<file path="config.mk">
export PLATFORM = sky130hd
export DESIGN_NAME = ack_cts_responder
export DESIGN_NICKNAME = d
export VERILOG_FILES = /design/src/rtl/ack_cts_responder.sv
export SDC_FILE = /design/constraint.sdc
export NUM_CORES = 1
export LEC_CHECK = 0
export BUFFER_PORTS_ARGS = -buffer_cell sky130_fd_sc_hd__buf_2
export CORE_AREA = 10 10 123 125
export DETAILED_ROUTE_END_ITERATION = 8
export DIE_AREA = 0 0 133 135
export GPL_ROUTABILITY_DRIVEN = 1
export PLACE_DENSITY = 0.86
export SYNTH_ARGS = -nofsm -noshare
export SYNTH_HDL_FRONTEND = slang
export SYNTH_SLANG_ARGS = --single-unit
</file>
<file path="constraint.sdc">
create_clock -name clk -period 6.3 [get_ports clk]
set_input_delay 0 -clock clk [delete_from_list [all_inputs] [get_ports clk]]
set_output_delay 0 -clock clk [all_outputs]
set_load 0.01 [all_outputs]
</file>
<file path="src/rtl/ack_cts_responder.sv">
// Schedules an ACK (or, with RESP_CTS_EN defined, a CTS) reply to a received
// frame addressed to us; the request is raised SIFS after a good FCS.
module ack_cts_responder (
  input  logic        clk,
  input  logic        rst,
  input  logic        tsf_pulse_1M,
  input  logic        resp_enable,
  input  logic        pkt_header_valid_strobe,
  input  logic        pkt_header_valid,
  input  logic [7:0]  signal_rate,
  input  logic        FC_DI_valid,
  input  logic [1:0]  FC_type,
  input  logic [3:0]  FC_subtype,
  input  logic [15:0] duration,
  input  logic        addr1_valid,
  input  logic [47:0] addr1,
  input  logic        addr2_valid,
  input  logic [47:0] addr2,
  input  logic [47:0] self_mac_addr,
  input  logic        fcs_in_strobe,
  input  logic        fcs_valid,
  input  logic [6:0]  sifs_time,
  input  logic [6:0]  preamble_sig_time,
  input  logic [4:0]  ofdm_symbol_time,
  input  logic [2:0]  ackcts_n_sym,
  input  logic        resp_ack,
  output logic        resp_req,
  output logic        resp_is_cts,
  output logic [47:0] resp_ra,
  output logic [15:0] resp_duration,
  output logic [3:0]  resp_rate,
  output logic        resp_drop
);

`ifdef RESP_CTS_EN
  localparam bit CtsEn = 1'b1;
`else
  localparam bit CtsEn = 1'b0;
`endif

  typedef enum logic [2:0] {
    IDLE, WAIT_FC, WAIT_ADDR, WAIT_FCS, SIFS_WAIT, REQ
  } state_t;

  state_t      state_q;
  logic [15:0] dur_q;
  logic        captured_q;
  logic [6:0]  sifs_cnt_q;
  logic [3:0]  tick_cnt_q;

  logic [11:0] resp_time;
  logic [12:0] overhead;
  logic [15:0] resp_duration_d;
  logic        in_frame;
  logic        fc_ack;
  logic        fc_rts;
  logic        fc_accept;
  logic        unused_rate_hi;

  assign unused_rate_hi = ^signal_rate[7:4];

  assign resp_time = 12'(preamble_sig_time) + 12'(ofdm_symbol_time) * 12'(ackcts_n_sym);
  assign overhead  = 13'(sifs_time) + 13'(resp_time);

  // Remaining NAV after our reply; a set bit 15 means the field is not a duration.
  always_comb begin
    resp_duration_d = '0;
    if (!dur_q[15] && ({1'b0, dur_q[14:0]} >= {3'b000, overhead}))
      resp_duration_d = {1'b0, dur_q[14:0]} - {3'b000, overhead};
  end

  assign in_frame  = (state_q == WAIT_FC) || (state_q == WAIT_ADDR) || (state_q == WAIT_FCS);
  assign fc_ack    = (FC_type == 2'b00) || (FC_type == 2'b10);
  assign fc_rts    = (FC_type == 2'b01) && (FC_subtype == 4'b1011);
  assign fc_accept = fc_ack || (fc_rts && CtsEn);

  always_ff @(posedge clk) begin
    if (rst) begin
      state_q       <= IDLE;
      resp_req      <= 1'b0;
      resp_is_cts   <= 1'b0;
      resp_ra       <= '0;
      resp_duration <= '0;
      resp_rate     <= '0;
      resp_drop     <= 1'b0;
      dur_q         <= '0;
      captured_q    <= 1'b0;
      sifs_cnt_q    <= '0;
      tick_cnt_q    <= '0;
    end else begin
      resp_drop <= 1'b0;
      if (!resp_enable && state_q != REQ) begin
        state_q <= IDLE;
      end else if (in_frame && pkt_header_valid_strobe) begin
        captured_q <= 1'b0;
        if (pkt_header_valid) begin
          state_q   <= WAIT_FC;
          resp_rate <= signal_rate[3:0];
        end else begin
          state_q <= IDLE;
        end
      end else begin
        if ((state_q == WAIT_ADDR || state_q == WAIT_FCS) && addr2_valid) begin
          resp_ra    <= addr2;
          captured_q <= 1'b1;
        end
        case (state_q)
          IDLE: begin
            if (pkt_header_valid_strobe && pkt_header_valid) begin
              state_q    <= WAIT_FC;
              resp_rate  <= signal_rate[3:0];
              captured_q <= 1'b0;
            end
          end
          WAIT_FC: begin
            if (FC_DI_valid) begin
              if (fc_accept) begin
                state_q     <= WAIT_ADDR;
                resp_is_cts <= fc_rts && CtsEn;
                dur_q       <= duration;
              end else begin
                state_q <= IDLE;
              end
            end
          end
          WAIT_ADDR: begin
            if (addr1_valid)
              state_q <= (addr1 == self_mac_addr && !addr1[0]) ? WAIT_FCS : IDLE;
          end
          WAIT_FCS: begin
            if (fcs_in_strobe) begin
              if (fcs_valid && captured_q) begin
                state_q       <= SIFS_WAIT;
                sifs_cnt_q    <= sifs_time;
                resp_duration <= resp_duration_d;
              end else begin
                state_q <= IDLE;
              end
            end
          end
          SIFS_WAIT: begin
            if (sifs_cnt_q == 7'd0) begin
              state_q    <= REQ;
              resp_req   <= 1'b1;
              tick_cnt_q <= '0;
            end else if (tsf_pulse_1M) begin
              sifs_cnt_q <= sifs_cnt_q - 7'd1;
            end
          end
          REQ: begin
            if (resp_ack) begin
              state_q  <= IDLE;
              resp_req <= 1'b0;
            end else if (tsf_pulse_1M) begin
              if (tick_cnt_q == 4'd15) begin
                state_q   <= IDLE;
                resp_req  <= 1'b0;
                resp_drop <= 1'b1;
              end else begin
                tick_cnt_q <= tick_cnt_q + 4'd1;
              end
            end
          end
          default: state_q <= IDLE;
        endcase
      end
    end
  end

endmodule

</file>
# After elaboration in Yosys (flattened, before gate mapping)

Cells that the tools add are included.

Reductions and logical operators: 31
Mux-type cells: 39
Multipliers: 1
Magnitude comparators: 1
$add $sub $neg: 5
Bitwise logic cells: 4
Eq/ne operators: 27

Operators by type and width:

| cell                                                               | number |
|---|---|
| 48-bit == test                                                     | 1 |
| 4-bit 2-to-1 mux                                                   | 8 |
| 3-bit 2-to-1 mux                                                   | 10 |
| 7-bit 2-to-1 mux                                                   | 4 |
| 7-bit AND reduction                                                | 3 |
| 3-bit one-hot mux with 6 select lines                              | 1 |
| 16-bit 2-to-1 mux                                                  | 1 |
| 2-bit != test, second input constant                               | 8 |
| 15-bit by 10-bit subtractor with 16-bit output                     | 1 |
| 15-bit by 10-bit greater-or-equal comparator with 1-bit output     | 1 |
| 3-bit != test, second input constant                               | 5 |
| 7-bit one-hot mux with 2 select lines                              | 1 |
| 7-bit by 9-bit adder with 10-bit output                            | 1 |
| 1-bit 2-to-1 mux                                                   | 10 |
| 5-bit AND reduction                                                | 2 |
| 7-bit by 8-bit adder with 9-bit output                             | 1 |
| 3-bit by 2-bit != test with 1-bit output, second input constant    | 3 |
| 5-bit by 3-bit multiplier with 8-bit output                        | 1 |
| 4-bit != test, second input constant                               | 2 |
| 4-bit one-hot mux with 2 select lines                              | 1 |
| 2-bit nonzero test                                                 | 4 |
| 1-bit logical AND                                                  | 7 |
| 7-bit logical NOT                                                  | 1 |
| 7-bit by 1-bit subtractor with 7-bit output, second input constant | 1 |
| other kinds (19)                                                   | 30 |

Register bits: 101
Output and inout port bits: 71

# Longest topological paths before layout

Gate-level depths: netlist of run 1.

Word-level depth: 7
Mapped depth: 23
Depth with buffers taken out: 22

# Least setup slack after synthesis of run 1

Ideal clock, no wire load.

Path type: input to register
Start: in ofdm_symbol_time[1]
End: reg resp_duration[11]
Data arrival time: 4,413 ps
Setup slack: 1,818 ps
Setup time: 69 ps
Stages: 20
Data required time: 6,231 ps
Cells stage by stage: and2_1 -> fa_1 -> fa_1 -> inv_1 -> fa_1 -> inv_1 -> ha_1 -> a21oi_1 -> o21bai_1 -> a21o_1 -> a21oi_1 -> xor2_1 -> ha_1 -> nand4_1 -> a211o_1 -> a31oi_4 -> nor3_1 -> or4_4 -> buf_6 -> o21ai_1

Longest elaborated chain between the ends: 6

RTL lines:

| what                                                           | RTL line | text |
|---|---|---|
| start: declaration                                             | 24       | `input logic [4:0] ofdm_symbol_time,` |
| 5-bit by 3-bit multiplier with 8-bit output *                  | 62       | `assign resp_time = 12'(preamble_sig_time) + 12'(ofdm_symbol_time) * 12'(ackcts_n_sym);` |
| 7-bit by 8-bit adder with 9-bit output *                       | 62       |  |
| 7-bit by 9-bit adder with 10-bit output *                      | 63       | `assign overhead = 13'(sifs_time) + 13'(resp_time);` |
| 15-bit by 10-bit greater-or-equal comparator with 1-bit output | 68       | `if (!dur_q[15] && ({1'b0, dur_q[14:0]} >= {3'b000, overhead}))` |
| 1-bit logical AND                                              | 68       |  |
| 16-bit 2-to-1 mux *                                            | 68       |  |
| end signal: assignment                                         | 135      | `resp_duration <= resp_duration_d;` |
| end: declaration                                               | 30       | `output logic [15:0] resp_duration,` |

Every way passes the cells marked *; elsewhere a longest branch is shown, timed or not.
A chain may end at the register's enable or synchronous reset.

# Worst setup path in the final report of run 1

Start: in ackcts_n_sym[2]
End: reg resp_duration[10]

Longest elaborated chain between the ends: 6

RTL lines:

| what                                                           | RTL line | text |
|---|---|---|
| start: declaration                                             | 25       | `input logic [2:0] ackcts_n_sym,` |
| 5-bit by 3-bit multiplier with 8-bit output *                  | 62       |  |
| 7-bit by 8-bit adder with 9-bit output *                       | 62       |  |
| 7-bit by 9-bit adder with 10-bit output *                      | 63       |  |
| 15-bit by 10-bit greater-or-equal comparator with 1-bit output | 68       |  |
| 1-bit logical AND                                              | 68       |  |
| 16-bit 2-to-1 mux *                                            | 68       |  |

Marks and branches as above.

==> impl_metrics.tcl, run 1 <==
set metrics [dict create \
    dp_worst_setup_slack_ns 1.36 \
    regArea_um2 2020 \
    ys_ff_latch 101 \
    ir_drop_uv 139 \
    synth_xor_area_share_pct 8.36 \
    final_area_um2 8380 \
    setup_viol 0 \
    vias 6337 \
    slew_headroom_pct 31.9 \
    io_buffers 268 \
    whs_endpoint "sifs_cnt_q[6]$_SDFFE_PP0P_" \
    cts_htree_levels 3 \
    path_cells "buf_2 -> nand2_1 -> fa_1 -> fa_1 -> fa_1 -> inv_1 -> ha_1 -> a21o_1 -> a21oi_1 -> o21bai_1 -> a21oi_1 -> xor2_1 -> ha_1 -> nand4_1 -> a211o_1 -> a31oi_4 -> nor3_1 -> or4_4 -> o21ai_1" \
    cp.arrival_ns 4.96 \
    synthTopCellsByArea "dfxtp_1 (34%), nand2_1 (9.0%), a21oi_1 (6.4%)" \
    nets 1304 \
    synth_most_common_cell "nand2_1" \
    hold_viol_final 0 \
    grt_overflow 0 \
    clock_sinks 101 \
    final_cells 1237 \
    cts_tree "yes" \
    status "finished clean" \
    maxSlewViolCount 0 \
    synth_top_family_by_area "simple AND/OR/NAND/NOR gates" \
    path_buf_inv 2 \
    core_um2 12600 \
    worstMarginPinSlew_ns 1.02 \
    wl_um 20600 \
    rows 41 \
    grt_start_max_net_pins 89 \
    antenna_found_initial 4 \
    grtUsageTotal_pct 21.9 \
    dp.cells 1142 \
    critPathCaptureType "flip-flop" \
    finalCritPeriodShare_pct 74.7 \
    yosysTopAreaCell "dfxtp_1" \
    crit_type "input pin to flip-flop" \
    syn_inst 732 \
    synth_top_cell_area_share_pct 34.5 \
    dieArea_um2 18000 \
    required_ns 6.56 \
    cpMostUsedCell "fa_1" \
    insertion_delay_ns 0.34 \
    drc 0 \
    setup_tns_ns 0 \
    drtIter0Drc 462 \
    fin_ws_ns 1.59 \
    syn_nets 980 \
    clk_path_buf_depth 2 \
    drt_first_pass_iters 5 \
    wl_per_cell_um 16.6 \
    leakage_nw 3.85 \
    rsz0062_at_grt "no" \
    synth_ff_type "dfxtp_1" \
    start_kind "input pin" \
    ys_types 60 \
    period_minus_slack_ns 4.71 \
    worstHoldPathCells 3 \
    synth_fa_ha_area_share_pct 10.6 \
    multi_input_area_um2 3500 \
    cp-startpoint "ackcts_n_sym[2]" \
    r2r_cells 9 \
    clock-root-buffer "clkbuf_16" \
    ff2ff_setup_slack_ns 3.65 \
    crit_slowest_cell "fa_1" \
    syn_area_per_cell_um2 8.02 \
    maxCapViolations 0 \
    hold_ws_ns 0.0383 \
    cp_slowest_stage_delay_ns 0.58 \
    synth_compound_area_share_pct 14.5 \
    grt_pass1_wl_um 32500 \
    path_clk_slew_ns 0.06 \
    placed_area_um2 7300 \
    fmax_mhz 212 \
    dpl.hpwl_um 15200 \
    grt_pass1_vias 6736 \
    gp_congestion 0.832 \
    post_cts_buffers 0 \
    synth-seq-area-share_pct 34.5 \
    io_pins 279 \
    syn_to_final_growth_pct 42.8 \
    post_cts_resized 0 \
    syn_area_um2 5870 \
    fin_skew_ns 0.00781 \
    fillers 974 \
    die_h_um 135 \
    muxShareOfSynthArea_pct 3.58 \
    final_antenna_net_count 0 \
    min_path_type "input pin to flip-flop" \
    die_x_um 133 \
    power.density_nw_per_um2 215 \
    async_reset_ff_share_pct 0 \
    synth_edf_count 0 \
    cts_buffers 9 \
    reg2reg_from "dur_q[0]$_SDFFE_PP0P_" \
    start_util_pct 46.7 \
    yosys_warnings 0 \
    drive_gt1_share_pct 27.7 \
    ys_top_cells_by_count "nand2_1 (141), dfxtp_1 (101), a21oi_1 (75)" \
    path_max_fanout 15 \
    viasPerCell 5.12 \
    path_delay_family "adder cells" \
    min_from "sifs_time[6]" \
    yosys.area_share.simple_pct 22.5 \
    reg2reg_to "resp_duration[10]$_SDFFE_PP0P_" \
]
==> cell usage in the layout (no fill, tap or decap), types with 3 or more instances in the layout <==
master	count
nor4_1	11
or4_1	4
diode_2	5
a31oi_1	9
nand2b_1	8
and3_1	3
clkbuf_16	9
or3_1	4
nor3b_1	3
nand3_1	14
xor2_1	39
buf_4	4
nor2b_1	4
a21oi_1	75
o22ai_1	3
o21ai_1	10
mux2i_1	21
xnor2_1	17
a311oi_1	4
a21o_1	6
dlygate4sd3_1	75
nand2_1	141
dfxtp_1	101
buf_2	268
nand4_1	8
inv_1	50
nor3_1	8
and2_1	12
fa_1	16
o21ai_0	18
nor2_1	50
ha_1	24
==> sequential cells by signal (all words and copies together), names as in the netlist <==
name           count
sifs_cnt_q         7
resp_duration     16
resp_drop          1
resp_rate          4
resp_req           1
captured_q         1
state_q            3
tick_cnt_q         4
dur_q             16
resp_ra           48
==> through the flow <==
step | util, % | total power [mW]
6_report | 66.7 | 1.80
5_1_grt | 66.7 | 1.90
4_1_cts | 66.6 | 1.81
3_5_place_dp | 58.0 | 1.17
3_3_place_gp | 58.0 | 1.16
2_1_floorplan | - | 1.02
==> cells by family (layout without fill, tap and decap cells) <==
family	count (synthesis)	count (layout)
XOR/XNOR	56	56
other	1	6
buffers and inverters	84	412
multiplexers	21	21
flip-flops	101	101
adder cells (fa/ha/maj)	40	40
AO/OA/AOI/OAI	145	145
AND/OR/NAND/NOR	284	284
==> layout make-up <==
cell class                      instances  share of cell area (%)
Multi-Input combinational cell        547                    41.8
Timing Repair Buffer                  347                    25.3
Sequential cell                       101                    24.1
Clock buffer                           10                    2.85
Tap cell                              172                    2.57
Inverter                               50                    2.24
Clock inverter                          5                   0.985
Antenna cell                            5                   0.149
==> where the power goes <==
| group | switching [mW] | total, mW | internal, mW |
|---|---|---|---|
| combinational | 0.297 | 0.558 | 0.262 |
| clock | 0.239 | 0.597 | 0.358 |
| sequential | 0.00512 | 0.649 | 0.644 |
==> worst register-to-register path: cells and delay by family, from the launching register on <==
| kind | cells | cell delay [ns] |
|---|---|---|
| buffers and inverters | 1 | 0.06 |
| flip-flops | 1 | 0.34 |
| adder cells (fa/ha/maj) | 2 | 0.62 |
| AND/OR/NAND/NOR | 3 | 0.82 |
| AO/OA/AOI/OAI | 3 | 0.75 |
==> worst max-delay path by stage <==
| stage | slack (ns) | depth (start not counted) | end |
|---|---|---|---|
| final | 1.59 | 19 | resp_duration[10]$_SDFFE_PP0P_ |
| after global placement | 1.48 | 20 | resp_duration[5]$_SDFFE_PP0P_ |
| after CTS | 1.65 | 19 | resp_duration[4]$_SDFFE_PP0P_ |
| after floorplan | 1.82 | 20 | resp_duration[11]$_SDFFE_PP0P_ |
| after detailed placement | 1.36 | 20 | resp_duration[6]$_SDFFE_PP0P_ |
| after global routing | 1.27 | 19 | resp_duration[10]$_SDFFE_PP0P_ |
==> what timing repair did <==
action / 4_1_cts / 5_1_grt
endpoints found under the hold margin: 70 / 0
hold buffers: 75 / 0
endpoints found under the setup margin: 0 / 0
==> per-layer routing <==
metal	wire length (um)	part of all wire (%)	global-route usage, %	vias up
met5	0	0	0	-
met1	7700	37	22.0	2901
met2	10700	52	40.6	266
met3	1490	7.2	6.53	55
met4	685	3.3	10.5	0
li1	-	-	-	3115
No activity file was read; power rests on OpenSTA's default activity.
==> inputs of run 2 (changes only) <==
- clock period: 6.3 -> 4.9 ns (I/O delays scaled with it)
==> run 2 against run 1 <==
Net effect: count of clock-buffer cells in the layout grew 1; clock skew down 0.0017 ns; via count up 0.63%; register-to-register slack got worse by 1.5 ns; combinational power rose by 28%; flip-flop and latch count unchanged; cell area fell by 0.25%; clock power is 18% higher; critical endpoint is now resp_duration[4]$_SDFFE_PP0P_; largest cell class unchanged.
==> impl_metrics.tcl, run 2 (synthesis gave the netlist of run 1 again) <==
set metrics [dict create \
    clock_sinks 101 \
    internal_power_mw 1.56 \
    power.density_nw_per_um2 270 \
    antenna_found_initial 8 \
    top_layer "met4" \
    wl_um 20400 \
    r2r_cells 5 \
    rows 41 \
    largest_reg_flops 48 \
    leakage_nw 3.83 \
    dp.cells 1142 \
    rsz0062_at_grt "no" \
    ff2ff_setup_slack_ns 2.18 \
    grt_overflow 0 \
    combinationalPowerShare_pct 31.8 \
    final_area_um2 8360 \
    setup_tns_ns 0 \
    placed_area_um2 7300 \
    gp_congestion 0.845 \
    fillers 1034 \
    required_ns 5.17 \
    vias 6377 \
    power.share.switching_pct 30.8 \
    multi_input_area_um2 3500 \
    crit_slowest_cell "or4_4" \
    start_util_pct 46.7 \
    cts_htree_levels 3 \
    final_common_cell "buf_2" \
    reg2reg_from "state_q[0]$_SDFFE_PP0P_" \
    period_minus_slack_ns 4.55 \
    drt_first_pass_iters 5 \
    path_clk_slew_ns 0.07 \
    wl_per_cell_um 16.5 \
    slew_headroom_pct 28.4 \
    path_delay_family "adder cells" \
    wl_met1_um 7530 \
    reg2reg_to "dur_q[3]$_SDFFE_PP0P_" \
    final_antenna_net_count 0 \
    viasPerCell 5.14 \
    post_cts_buffers 0 \
    core_um2 12600 \
    insertion_delay_ns 0.34 \
    clk_path_buf_depth 2 \
    final_cells 1241 \
    dp_worst_setup_slack_ns 0.00213 \
    met2_length_um 10500 \
    grtUsageTotal_pct 21.6 \
    die_h_um 135 \
    hold_ws_ns 0.0389 \
    grt_pass1_wl_um 31800 \
    finalCritPeriodShare_pct 92.9 \
    routed-wl-met3_um 1590 \
    cts-hold-fix-buffers 75 \
    largestRegisters "resp_ra: 48 flops, dur_q: 16 flops, resp_duration: 16 flops" \
    hold_viol_final 0 \
    seq_power_share_pct 37.0 \
    worstMarginPinSlew_ns 1.07 \
    fin_skew_ns 0.00613 \
    regArea_um2 2020 \
    nets 1304 \
    setup_viol 0 \
    post_cts_resized 0 \
    grt_start_max_net_pins 68 \
    fin_ws_ns 0.350 \
    cts_tree "yes" \
    path_max_fanout 15 \
    drtIter0Drc 484 \
    dpl.hpwl_um 15200 \
    critPathCaptureType "flip-flop" \
    layout_common_cells "buf_2 (268), nand2_1 (141), dfxtp_1 (101)" \
    grt_pass1_vias 6674 \
    dieArea_um2 18000 \
    die_x_um 133 \
    syn_to_final_growth_pct 42.5 \
    path_cells "buf_2 -> and2_1 -> fa_1 -> fa_1 -> inv_1 -> fa_1 -> inv_1 -> ha_1 -> a21oi_1 -> o21bai_1 -> a21o_1 -> a21oi_1 -> xor2_1 -> ha_1 -> nand4_1 -> a211o_1 -> a31oi_4 -> nor3_1 -> or4_4 -> o21ai_0" \
    maxSlewViolCount 0 \
    cpMostUsedCell "fa_1" \
    crit_type "input pin to flip-flop" \
    maxCapViolations 0 \
    cp.arrival_ns 4.82 \
    clock-root-buffer "clkbuf_16" \
    io_buffers 268 \
    clkPwrFrac_pct 31.3 \
    status "finished clean" \
    min_path_type "input pin to flip-flop" \
    fmax_mhz 220 \
    cts_buffers 9 \
    drive_gt1_share_pct 27.6 \
    whs_endpoint "captured_q$_SDFFE_PP0N_" \
    io_pins 279 \
    top_register "resp_ra" \
    worstHoldPathCells 3 \
    cp_slowest_stage_delay_ns 0.53 \
    start_kind "input pin" \
    drc 0 \
    path_buf_inv 3 \
    netSwitchingPower_mw 0.695 \
    ir_drop_uv 208 \
    min_from "addr2_valid" \
]
[run 2: cell types whose count changed in the layout (fill, tap and decap cells not counted)]
cell / previous run / this run
bufinv_16: 2 / 1
diode_2: 5 / 8
clkbuf_1: 0 / 2
clkbuf_8: 1 / 0
clkinvlp_4: 0 / 1
[run 2: worst max path at each step]
stage / startpoint / endpoint / slack [ns] / cells after the start
2_1_floorplan: ofdm_symbol_time[1] / resp_duration[13]$_SDFFE_PP0P_ / 0.42 / 20
3_3_place_gp: ackcts_n_sym[2] / resp_duration[5]$_SDFFE_PP0P_ / 0.14 / 20
3_5_place_dp: ofdm_symbol_time[1] / resp_duration[4]$_SDFFE_PP0P_ / 0.002 / 20
4_1_cts: ofdm_symbol_time[1] / resp_duration[5]$_SDFFE_PP0P_ / 0.36 / 20
5_1_grt: ackcts_n_sym[2] / resp_duration[5]$_SDFFE_PP0P_ / 0.12 / 19
6_report: ackcts_n_sym[2] / resp_duration[4]$_SDFFE_PP0P_ / 0.35 / 20
[run 2: power by group through the flow]
stage / combinational [mW] / sequential [mW] / clock [mW]
after global placement: 0.636 / 0.853 / 0
final: 0.717 / 0.835 / 0.706
after detailed placement: 0.654 / 0.853 / 0
after floorplan: 0.456 / 0.854 / 0
after CTS: 0.707 / 0.834 / 0.724
after global routing: 0.791 / 0.835 / 0.752
[run 2: area by class of cell]
class	count	area share, %
Clock inverter	5	0.718
Clock buffer	11	2.78
Tap cell	172	2.57
Inverter	50	2.25
Timing Repair Buffer	347	25.4
Multi-Input combinational cell	547	41.9
Antenna cell	8	0.239
Sequential cell	101	24.2
[run 2: worst min-delay path, stage by stage]
cell,delay [ns]
buf_2,0.11
a31oi_1,0.16
a211oi_1,0.06
[run 2: stage by stage]
step                      total power [mW]  utilization (%)
after floorplan                       1.31                -
after global placement                1.49             58.0
after detailed placement              1.51             58.0
after CTS                             2.27             66.4
after global routing                  2.38             66.5
final                                 2.26             66.5
[run 2: metal layers]
metal / vias to the layer above / global-route usage [%]
met4: 0 / 13.5
met2: 310 / 38.6
met3: 59 / 6.53
li1: 3126 / -
met1: 2882 / 21.7
met5: - / 0
==> inputs of run 3 (changes only) <==
- CORE_AREA: 10 10 123 125 -> 10 10 119 121
- DIE_AREA: 0 0 133 135 -> 0 0 129 131
- PLACE_DENSITY: 0.86 -> 0.91
- clock period: 4.9 -> 5.8 ns (I/O delays scaled with it)
==> run 3 against run 2 <==
Net effect: worst hold slack better by 0.0042 ns; flip-flop and latch count unchanged; via count down 0.63%; die area down 5.9%; sequential power down 16%; cell area down 0.64%; count of clock-buffer cells in the layout down 1; register-to-register slack better by 0.96 ns; critical path type unchanged; largest power group unchanged; highest routed layer unchanged.
==> impl_metrics.tcl, run 3 (synthesis gave the netlist of run 1 again) <==
set metrics [dict create \
    drtIter0Drc 545 \
    start_util_pct 49.7 \
    critPathCaptureType "flip-flop" \
    io_pins 279 \
    gp_congestion 0.863 \
    dp_worst_setup_slack_ns 0.848 \
    fmax_mhz 215 \
    cp_slowest_stage_delay_ns 0.56 \
    final_common_cell "buf_2" \
    setup_tns_ns 0 \
    largest_reg_flops 48 \
    power.density_nw_per_um2 232 \
    fin_ws_ns 1.15 \
    required_ns 6.07 \
    clk_path_buf_depth 2 \
    vias 6337 \
    antenna_found_initial 2 \
    cts_htree_levels 3 \
    utilization_pct 70.3 \
    clock-root-buffer "clkbuf_16" \
    cts_buffers 9 \
    crit_slowest_cell "fa_1" \
    grt_pass1_wl_um 31100 \
    crit_type "input pin to flip-flop" \
    path_max_fanout 15 \
    post_cts_resized 0 \
    min_path_type "input pin to flip-flop" \
    slew_headroom_pct 30.6 \
    maxCapViolations 0 \
    start_kind "input pin" \
    worstMarginPinSlew_ns 1.04 \
    finalCritPeriodShare_pct 80.1 \
    status "finished clean" \
    io_buffers 268 \
    placed_area_um2 7260 \
    insertion_delay_ns 0.34 \
    leakage_nw 3.83 \
    die_x_um 129 \
    rsz0062_at_grt "no" \
    hold_ws_ns 0.0431 \
    hold_viol_final 0 \
    syn_to_final_growth_pct 41.5 \
    grt_overflow 0 \
    largestRegisters "resp_ra: 48 flops, dur_q: 16 flops, resp_duration: 16 flops" \
    drt_first_pass_iters 8 \
    maxSlewViolCount 0 \
    final_antenna_net_count 0 \
    final_area_um2 8310 \
    cp.arrival_ns 4.92 \
    top_register "resp_ra" \
    cts_tree "yes" \
    cpMostUsedCell "fa_1" \
    nets 1303 \
    setup_viol 0 \
    fin_skew_ns 0.0109 \
    path_clk_slew_ns 0.07 \
    grtUsageTotal_pct 22.9 \
    drc 0 \
    path_cells "buf_2 -> nand2_1 -> fa_1 -> fa_1 -> fa_1 -> fa_1 -> inv_1 -> a21oi_1 -> o21bai_1 -> a21o_1 -> a21oi_1 -> xor2_1 -> ha_1 -> nand4_1 -> a211o_1 -> a31oi_4 -> nor3_1 -> or4_4 -> o21ai_0" \
    dpl.hpwl_um 15300 \
    viasPerCell 5.25 \
    die_h_um 131 \
    fillers 894 \
    grt_start_max_net_pins 89 \
    clock_sinks 101 \
    layout_common_cells "buf_2 (268), nand2_1 (141), dfxtp_1 (101)" \
    core_um2 11800 \
    rows 40 \
    wl_per_cell_um 17.1 \
    drive_gt1_share_pct 27.8 \
    dieArea_um2 16900 \
    period_minus_slack_ns 4.65 \
    ir_drop_uv 160 \
    grt_pass1_vias 6530 \
    wl_um 20600 \
]
run 3: changes by cell type in the layout (fill, tap and decap cells not counted):
| cell | before | now |
|---|---|---|
| clkbuf_8 | 0 | 1 |
| diode_2 | 8 | 1 |
| clkinvlp_4 | 1 | 2 |
| clkbuf_1 | 2 | 0 |
| dlygate4sd3_1 | 75 | 74 |
| clkinv_4 | 1 | 0 |
run 3: what timing repair did:
action                    4_1_cts  5_1_grt
buffers inserted                0        0
hold endpoints to repair       70        0
hold buffers                   74        0
run 3: worst max-delay path, delay by kind of cell:
kind            cells  cell delay (ns)
buf+inv             2             0.21
compound gates      7             1.26
fa+ha+maj           5             2.44
simple gates        4             0.84
xor+xnor            1             0.16
run 3: final timing paths:
check                                               startpoint                        endpoint  slack, ns  cells after the start
worst max-delay path                           ackcts_n_sym[2]   resp_duration[2]$_SDFFE_PP0P_       1.15                     19
worst max register to register           dur_q[0]$_SDFFE_PP0P_   resp_duration[2]$_SDFFE_PP0P_       3.14                      9
worst min-delay path                          pkt_header_valid       resp_rate[2]$_SDFFE_PP0P_       0.04                      3
worst min register to register  resp_duration[11]$_SDFFE_PP0P_  resp_duration[11]$_SDFFE_PP0P_       0.45                      2
run 3: final cells by class:
| type | count | area [um^2] | share of cell area [%] |
|---|---|---|---|
| inverters | 50 | 188 | 2.26 |
| clock inverters | 5 | 58.8 | 0.708 |
| well taps | 147 | 184 | 2.21 |
| diodes | 1 | 2.50 | 0.0301 |
| clock buffers | 10 | 239 | 2.88 |
| flip-flops and latches | 101 | 2020 | 24.3 |
| repair buffers | 346 | 2110 | 25.4 |
| multi-input cells | 547 | 3500 | 42.1 |
run 3: per-stage QoR:
step                power [mW]  instances
finish                    1.92       1207
floorplan                 1.11        732
global placement          1.25       1117
global route              2.03       1207
CTS                       1.91       1206
detailed placement        1.27       1117
run 3: power breakdown:
part           switching [mW]  total, mW  internal, mW  leakage (nW)
clock network           0.258      0.603         0.344         0.141
logic                   0.329      0.615         0.286          2.87
registers             0.00553      0.705         0.700         0.814
run 3: routing by layer:
metal / track usage (%) / routed length, um / up-vias
met5: 0 / 0 / -
met4: 10.3 / 643 / 0
met3: 6.53 / 1440 / 56
met2: 43.4 / 11100 / 299
met1: 22.9 / 7390 / 2872
li1: - / - / 3110
